`src/rtl/pipeline_ctrl_pkg.sv`:
```
// Shared definitions for the pipeline stall/flush sequencer: state encodings,
// stall-vector encodings and the request-to-stall-vector priority encoder.
package pipeline_ctrl_pkg;

   typedef enum logic [1:0] {
      ST_RUN   = 2'd0,
      ST_STALL = 2'd1,
      ST_FLUSH = 2'd2
   } state_e;

   localparam int STALL_W = 6;

   localparam logic [STALL_W-1:0] STALL_NONE = 6'b000000;
   localparam logic [STALL_W-1:0] STALL_IF   = 6'b000011;
   localparam logic [STALL_W-1:0] STALL_ID   = 6'b000111;
   localparam logic [STALL_W-1:0] STALL_EX   = 6'b001111;
   localparam logic [STALL_W-1:0] STALL_MEM  = 6'b011111;

   // The latest requesting stage wins: it freezes itself and everything upstream.
   function automatic logic [STALL_W-1:0] stall_encode(input logic req_if,
                                                       input logic req_id,
                                                       input logic req_ex,
                                                       input logic req_mem);
      logic [STALL_W-1:0] v;
      if (req_mem)     v = STALL_MEM;
      else if (req_ex) v = STALL_EX;
      else if (req_id) v = STALL_ID;
      else if (req_if) v = STALL_IF;
      else             v = STALL_NONE;
      return v;
   endfunction

endpackage

```
`src/rtl/pipeline_ctrl_sat_counter.sv`:
```
// Saturating up-counter with synchronous clear; holds at all-ones instead of wrapping.
module sat_counter
   import pipeline_ctrl_pkg::*;
#(
   parameter int W = 8
) (
   input  logic         clk_i,
   input  logic         rst_ni,
   input  logic         clr_i,
   input  logic         inc_i,
   output logic [W-1:0] cnt_o
);

   logic [W-1:0] cnt_q, cnt_d;

   always_comb begin
      cnt_d = cnt_q;
      if (clr_i) begin
         cnt_d = '0;
      end else if (inc_i && (cnt_q != {W{1'b1}})) begin
         cnt_d = cnt_q + W'(1);
      end
   end

   always_ff @(posedge clk_i or negedge rst_ni) begin
      if (!rst_ni) begin
         cnt_q <= '0;
      end else begin
         cnt_q <= cnt_d;
      end
   end

   assign cnt_o = cnt_q;

endmodule

```
`src/rtl/pipeline_ctrl.sv`:
```
// Central stall/flush sequencer for the 5-stage pipeline: stall vector, exception/ERET
// redirect with a multi-cycle flush, performance counters and a stall watchdog.
module pipeline_ctrl
   import pipeline_ctrl_pkg::*;
#(
   parameter int unsigned FLUSH_CYCLES  = 1,
   parameter logic [31:0] EXCP_VECTOR   = 32'h0000_0020,
   parameter int unsigned STALL_TIMEOUT = 1024
) (
   input  logic               clk,
   input  logic               rst,
   input  logic               stallreq_if,
   input  logic               stallreq_id,
   input  logic               stallreq_ex,
   input  logic               stallreq_mem,
   input  logic               excp_req,
   input  logic               excp_eret,
   input  logic [31:0]        epc,
   output logic [STALL_W-1:0] stall,
   output logic               flush,
   output logic [31:0]        new_pc,
   output logic [31:0]        stall_cnt,
   output logic [15:0]        flush_cnt,
   output logic               stall_timeout
);

   localparam logic [2:0]  FLUSH_LAST = 3'(FLUSH_CYCLES - 1);
   localparam logic [15:0] WD_LIMIT   = 16'(STALL_TIMEOUT);

   state_e             state_q, state_d;
   logic [2:0]         fcnt_q, fcnt_d;
   logic [31:0]        new_pc_q, new_pc_d;
   logic [15:0]        wd_q, wd_d;
   logic               timeout_q, timeout_d;
   logic               any_req;
   logic               accept;
   logic [STALL_W-1:0] stall_vec;
   logic               flush_vec;
   logic               stalling;

   assign any_req = stallreq_if | stallreq_id | stallreq_ex | stallreq_mem;
   // Requests arriving while a flush is in progress are dropped, not queued.
   assign accept  = excp_req && (state_q != ST_FLUSH);

   always_ff @(posedge clk or negedge rst) begin
      if (!rst) begin
         state_q <= ST_RUN;
         fcnt_q  <= '0;
      end else begin
         state_q <= state_d;
         fcnt_q  <= fcnt_d;
      end
   end

   always_comb begin
      state_d = state_q;
      fcnt_d  = fcnt_q;
      case (state_q)
         ST_RUN, ST_STALL: begin
            if (accept) begin
               state_d = ST_FLUSH;
               fcnt_d  = FLUSH_LAST;
            end else begin
               state_d = any_req ? ST_STALL : ST_RUN;
            end
         end
         ST_FLUSH: begin
            if (fcnt_q == 3'd0) begin
               state_d = any_req ? ST_STALL : ST_RUN;
            end else begin
               fcnt_d = fcnt_q - 3'd1;
            end
         end
         default: begin
            state_d = ST_RUN;
            fcnt_d  = '0;
         end
      endcase
   end

   // An accepted exception suppresses stalls in its own cycle so the redirect is not held.
   always_comb begin
      stall_vec = STALL_NONE;
      flush_vec = 1'b0;
      case (state_q)
         ST_FLUSH: flush_vec = 1'b1;
         default: begin
            if (!excp_req) begin
               stall_vec = stall_encode(stallreq_if, stallreq_id, stallreq_ex, stallreq_mem);
            end
         end
      endcase
   end

   assign stalling = |stall_vec;

   always_comb begin
      new_pc_d = new_pc_q;
      if (accept) begin
         new_pc_d = excp_eret ? epc : EXCP_VECTOR;
      end
   end

   always_comb begin
      wd_d = '0;
      if (stalling) begin
         wd_d = (wd_q == 16'hFFFF) ? wd_q : wd_q + 16'd1;
      end
      timeout_d = timeout_q | (wd_d == WD_LIMIT);
   end

   always_ff @(posedge clk or negedge rst) begin
      if (!rst) begin
         new_pc_q  <= '0;
         wd_q      <= '0;
         timeout_q <= 1'b0;
      end else begin
         new_pc_q  <= new_pc_d;
         wd_q      <= wd_d;
         timeout_q <= timeout_d;
      end
   end

   sat_counter #(.W(32)) u_stall_cnt (
      .clk_i  (clk),
      .rst_ni (rst),
      .clr_i  (1'b0),
      .inc_i  (stalling),
      .cnt_o  (stall_cnt)
   );

   sat_counter #(.W(16)) u_flush_cnt (
      .clk_i  (clk),
      .rst_ni (rst),
      .clr_i  (1'b0),
      .inc_i  (accept),
      .cnt_o  (flush_cnt)
   );

   assign stall         = stall_vec;
   assign flush         = flush_vec;
   assign new_pc        = new_pc_q;
   assign stall_timeout = timeout_q;

endmodule

```
`config.mk`:
```
export PLATFORM = sky130hd
export DESIGN_NAME = pipeline_ctrl
export DESIGN_NICKNAME = d
export VERILOG_FILES = /design/src/rtl/pipeline_ctrl_pkg.sv /design/src/rtl/pipeline_ctrl_sat_counter.sv /design/src/rtl/pipeline_ctrl.sv
export SDC_FILE = /design/constraint.sdc
export NUM_CORES = 1
export LEC_CHECK = 0
export ABC_AREA = 0
export ABC_CLOCK_PERIOD_IN_PS = 8300
export BUFFER_PORTS_ARGS = -buffer_cell sky130_fd_sc_hd__buf_2
export CAP_MARGIN = 20
export CORE_MARGIN = 3
export CORE_UTILIZATION = 59
export DETAILED_ROUTE_END_ITERATION = 10
export PLACE_DENSITY = 0.86
export SYNTH_ARGS = -nofsm -noshare
export SYNTH_HDL_FRONTEND = slang
export SYNTH_HIERARCHICAL = 1
export SYNTH_SLANG_ARGS = --single-unit
```
`constraint.sdc`:
```
create_clock -name clk -period 8.3 [get_ports clk]
set_input_delay 2.075 -clock clk [delete_from_list [all_inputs] [get_ports clk]]
set_output_delay 2.075 -clock clk [all_outputs]
set_load 0.005 [all_outputs]
```
== Word level (Yosys, flattened, before mapping) ==
Cells that the tools add are included.
Word-level totals
  logic and storage cells: 50
  output and inout port bits: 88
  input bits: 40
  flip-flop bits (word level): 102
Cells by class
  bitwise gates (word level): 4
  add/sub/neg operators: 4
  reductions and logical operators: 8
  muxes and demuxes: 17
  equality and inequality tests: 10
Operator list (number)
  adder 16 x 1 -> 16 bit (second input constant): 2
  adder 32 x 1 -> 32 bit (second input constant): 1
  2-to-1 mux 16 bit: 2
  2-to-1 mux 32 bit: 1
  inequality test 32 bit (second input constant): 1
  == test 16 x 11 -> 1 bit (second input constant): 1
  == test 16 bit (second input constant): 1
  inequality test 16 bit (second input constant): 1
  2-to-1 mux 5 bit: 3
  2-to-1 mux 3 bit: 3
  2-to-1 mux 2 bit: 3
  inequality test 2 bit (second input constant): 3
  one-hot mux 3 bit (2 select lines): 1
  OR reduction 6 bit: 1
  2-to-1 mux 4 bit: 1
  OR 1 bit: 4
  one-hot mux 2 bit (2 select lines): 1
  logical AND 1 bit: 3
  zero test 3 bit: 1
  subtractor 3 x 1 -> 3 bit (second input constant): 1
  == test 2 x 1 -> 1 bit (second input constant): 1
  == test 2 bit (second input constant): 1
  zero test 2 bit: 1
  2-to-1 mux 1 bit: 2
  other kinds (3): 3

== Longest topological paths before layout ==
  depth after elaboration: 10
  gate-level depth with buffers: 13

== By module ==
Netlist, hierarchy kept.
Modules (own cells, without submodules)
  pipeline_ctrl: area each 2708.8 µm², times used 1, cells each 299, seq. area each 1351.3 µm²
  sat_counter (u_stall_cnt): area each 1854.3 µm², times used 1, cells each 198, seq. area each 800.8 µm²
  sat_counter (u_flush_cnt): area each 942.2 µm², times used 1, cells each 98, seq. area each 400.4 µm²

== Worst setup path before layout ==
OpenSTA, ideal clock, no wires.
  kind: input-to-output
  from: in stallreq_mem
  to: out stall[1]
  cell stages on the path: 5
  arrival time: 2.812 ns
  setup slack: 3.413 ns
  cell sequence: nor4_1 -> or3_1 -> buf_6 -> inv_2 -> buf_4
Between the ends
  word-level cells in the longest chain between the ends: 3
RTL lines
  start, declared: line pipeline_ctrl.sv:15  | input logic stallreq_mem,
  2-to-1 mux 5 bit: line pipeline_ctrl_pkg.sv:25  | if (req_mem) v = STALL_MEM;
  2-to-1 mux 5 bit: line pipeline_ctrl.sv:88  | if (!excp_req) begin
  2-to-1 mux 5 bit: line pipeline_ctrl.sv:85  | case (state_q)
  end, declared: line pipeline_ctrl.sv:19  | output logic [STALL_W-1:0] stall,
No other way between the ends.

== Worst setup path in the final report ==
Same ends and word-level chain as after synthesis.

==> metrics.txt <==
run status finished, final reports clean; starting density of the core 0.619; Worst Path Class, Setup input pin to output pin; vias per cell 5.99; CTS tree done; RSZ-0062 raised after global routing false; most frequent CP cell buf_2; highest clock rate between 150 and 200 MHz; drt first-iter violations 216; Hold Crit Class flop to flop; CTS Sinks 102; Mapped Area 5510 um2; P_leak approximately 0.003 uW; Resized cells post-CTS 0; WP data required between 6 and 7 ns; area grow syn2layout 15.1%; WL final approximately 13,000 um; total die area ~11,000 um2; Power Total 977 uW; vias 4,905; slowest CP cell or3_1; row count 34; grt ovf 0; setup bufs post-CTS 0; Avg Inst Size Synth 9.25 um2; Ys Warns 6; P per Cell Area 154 nW/um2; post-synthesis register bit count 102; hpwl dp 9320 um; Worst-Margin Slew 0.804 ns; post-route ant nets 0; CTS Root Cell clkbuf_8; Layout Nets 752; die span in x 103 um; Max stage delay on crit path 0.56 ns; Final Critical Period ~5.5 ns; Slew HR 0.460; CTS clock-pin slew for the worst setup and hold paths approximately 0.090 ns; Critical Path AT 3.43 ns; Wirelength per Cell 15.9 um; max-cap violations 0; Clock Latency Late Sink 0.35 ns; Hold-fix buffers, CTS 0; sequential area share after synthesis 0.464; final setup fails 0; routability cong. 0.886; die height 103 um; Distinct cells, synth 65; DRT Pass-1 Iters 6; vias in the first global route 4,641; Worst Path Max Fanout 16; final-report hold violation count 0; gr usage total 0.254; initial antenna violation count 0; Antenna diodes 0; Tcrit/Tclk final 0.663; htree depth 3; Worst VDD drop 0.000109 V; Post-Syn Instances 595; Max Root-Sink Buffers 2; final setup TNS 0 ns; CORE AREA around 8900 um2; largest net degree at the start of global routing 65; Inserted Clock Buffers 9; drt drc 0; clock skew 0.0128 ns; Setup crit end kind output pin; crit-path cells buf_2, nor4_1, or3_1, inv_2, buf_2; Startpoint Class input pin; first-pass GRT wire length roughly 22,000 um; # IOs roughly 130; Max Transition Viols Final 0; share of layout cells above drive strength 1 0.252; port buffer count 126
## logic make-up (layout without fill, tap and decap cells)
family                   after synthesis  in the layout  synth area share
AO/OA/AOI/OAI                        121            121             0.137
XOR/XNOR                              19             19            0.0302
adder cells (fa/ha/maj)                5              5            0.0114
buffers and inverters                 52            162            0.0436
flip-flops                           102            102             0.464
multiplexers                          13             13            0.0266
other                                  1              7          0.000681
AND/OR/NAND/NOR                      282            282             0.287
## through the flow
stage / hold slack, ns / area [um2] / utilization / setup WS (ns) / std cells
2_1_floorplan: 0.450 / 5530 / - / 3.41 / 601
3_3_place_gp: 0.450 / 6140 / 0.691 / 2.83 / 804
3_5_place_dp: 0.472 / 6140 / 0.691 / 2.80 / 804
4_1_cts: 0.492 / 6330 / 0.712 / 2.80 / 819
5_1_grt: 0.514 / 6330 / 0.712 / 2.66 / 819
6_report: 0.486 / 6330 / 0.712 / 2.80 / 819
## layout make-up
class	count	area [um2]
clock buffer	12	145
multi-input combinational	447	2740
tap	108	135
fill	679	2560
clock inverter	3	45.0
inverter	19	73.8
timing repair buffer	128	648
sequential	102	2550
## layout by cell type, fill, tap and decap left out, types with 13 or more instances in the layout
| cell | n |
|---|---|
| nand4_1 | 16 |
| nand2_1 | 92 |
| and3_1 | 16 |
| o21ai_0 | 47 |
| nor2b_1 | 13 |
| a21oi_1 | 26 |
| nor2_1 | 41 |
| dfrtp_1 | 102 |
| nand3_1 | 21 |
| buf_2 | 125 |
| inv_1 | 17 |
## state kept, by name, summed over array words and instances, names as in the netlist
signal	flops
wd_q	16
u_stall_cnt/cnt_o	32
new_pc	32
u_flush_cnt/cnt_o	16
stall_timeout	1
fcnt_q	3
state_q	2
## routing by layer
metal  GRT usage  share of wire
met1       0.343           0.42
met2       0.417           0.51
met3      0.0460          0.063
met4      0.0827         0.0080
met5           0              0
## power breakdown
part,switching [uW],internal (uW)
clock,161,147
sequential,19.9,524
combinational,76.8,48.8
## worst paths after layout
| path | startpoint | slack (ns) | depth (start not counted) | to |
|---|---|---|---|---|
| min reg2reg | stall_timeout | 0.49 | 1 | stall_timeout |
| min | stall_timeout | 0.49 | 1 | stall_timeout |
| max reg2reg | state_q[1] | 5.19 | 9 | u_stall_cnt/cnt_o[31] |
| max | stallreq_mem | 2.80 | 5 | stall[1] |
| max in group asynchronous | rst | 5.43 | 2 | u_stall_cnt/cnt_o[28] |
| min in group asynchronous | rst | 1.69 | 1 | stall_timeout |
## worst max-delay path: cells and delay by family
kind	cells	cell delay, ns
simple gates	2	0.90
buf+inv	3	0.45
## cell usage after synthesis, drive strengths merged
library cell,count,area share
and3,17,0.020
conb,1,0.00068
nor4,16,0.029
o211ai,1,0.0023
nand3b,2,0.0027
a21oi,27,0.025
and4bb,1,0.0023
o41ai,1,0.0030
or4,12,0.017
and2,4,0.0045
xnor2,12,0.019
o211a,1,0.0018
mux2,10,0.021
a211oi,9,0.013
nand3,24,0.025
nand2,92,0.063
inv,19,0.013
a311oi,1,0.0016
buf,14,0.017
o31ai,12,0.016
nor2,41,0.028
clkbuf,19,0.013
nor3b,3,0.0041
ha,5,0.011
nand2b,5,0.0070
a21o,3,0.0041
nand4b,1,0.0016
nor2b,13,0.015
a41oi,3,0.0048
mux2i,3,0.0055
a31o,3,0.0048
nor4b,1,0.0027
o22ai,1,0.0011
a31oi,8,0.012
o311ai,1,0.0016
and4,8,0.013
dfrtp,102,0.46
or3,10,0.013
nand4,20,0.029
nor3,12,0.011
xor2,7,0.011
o21ai,50,0.045
Power figures use the tool's default switching activity.
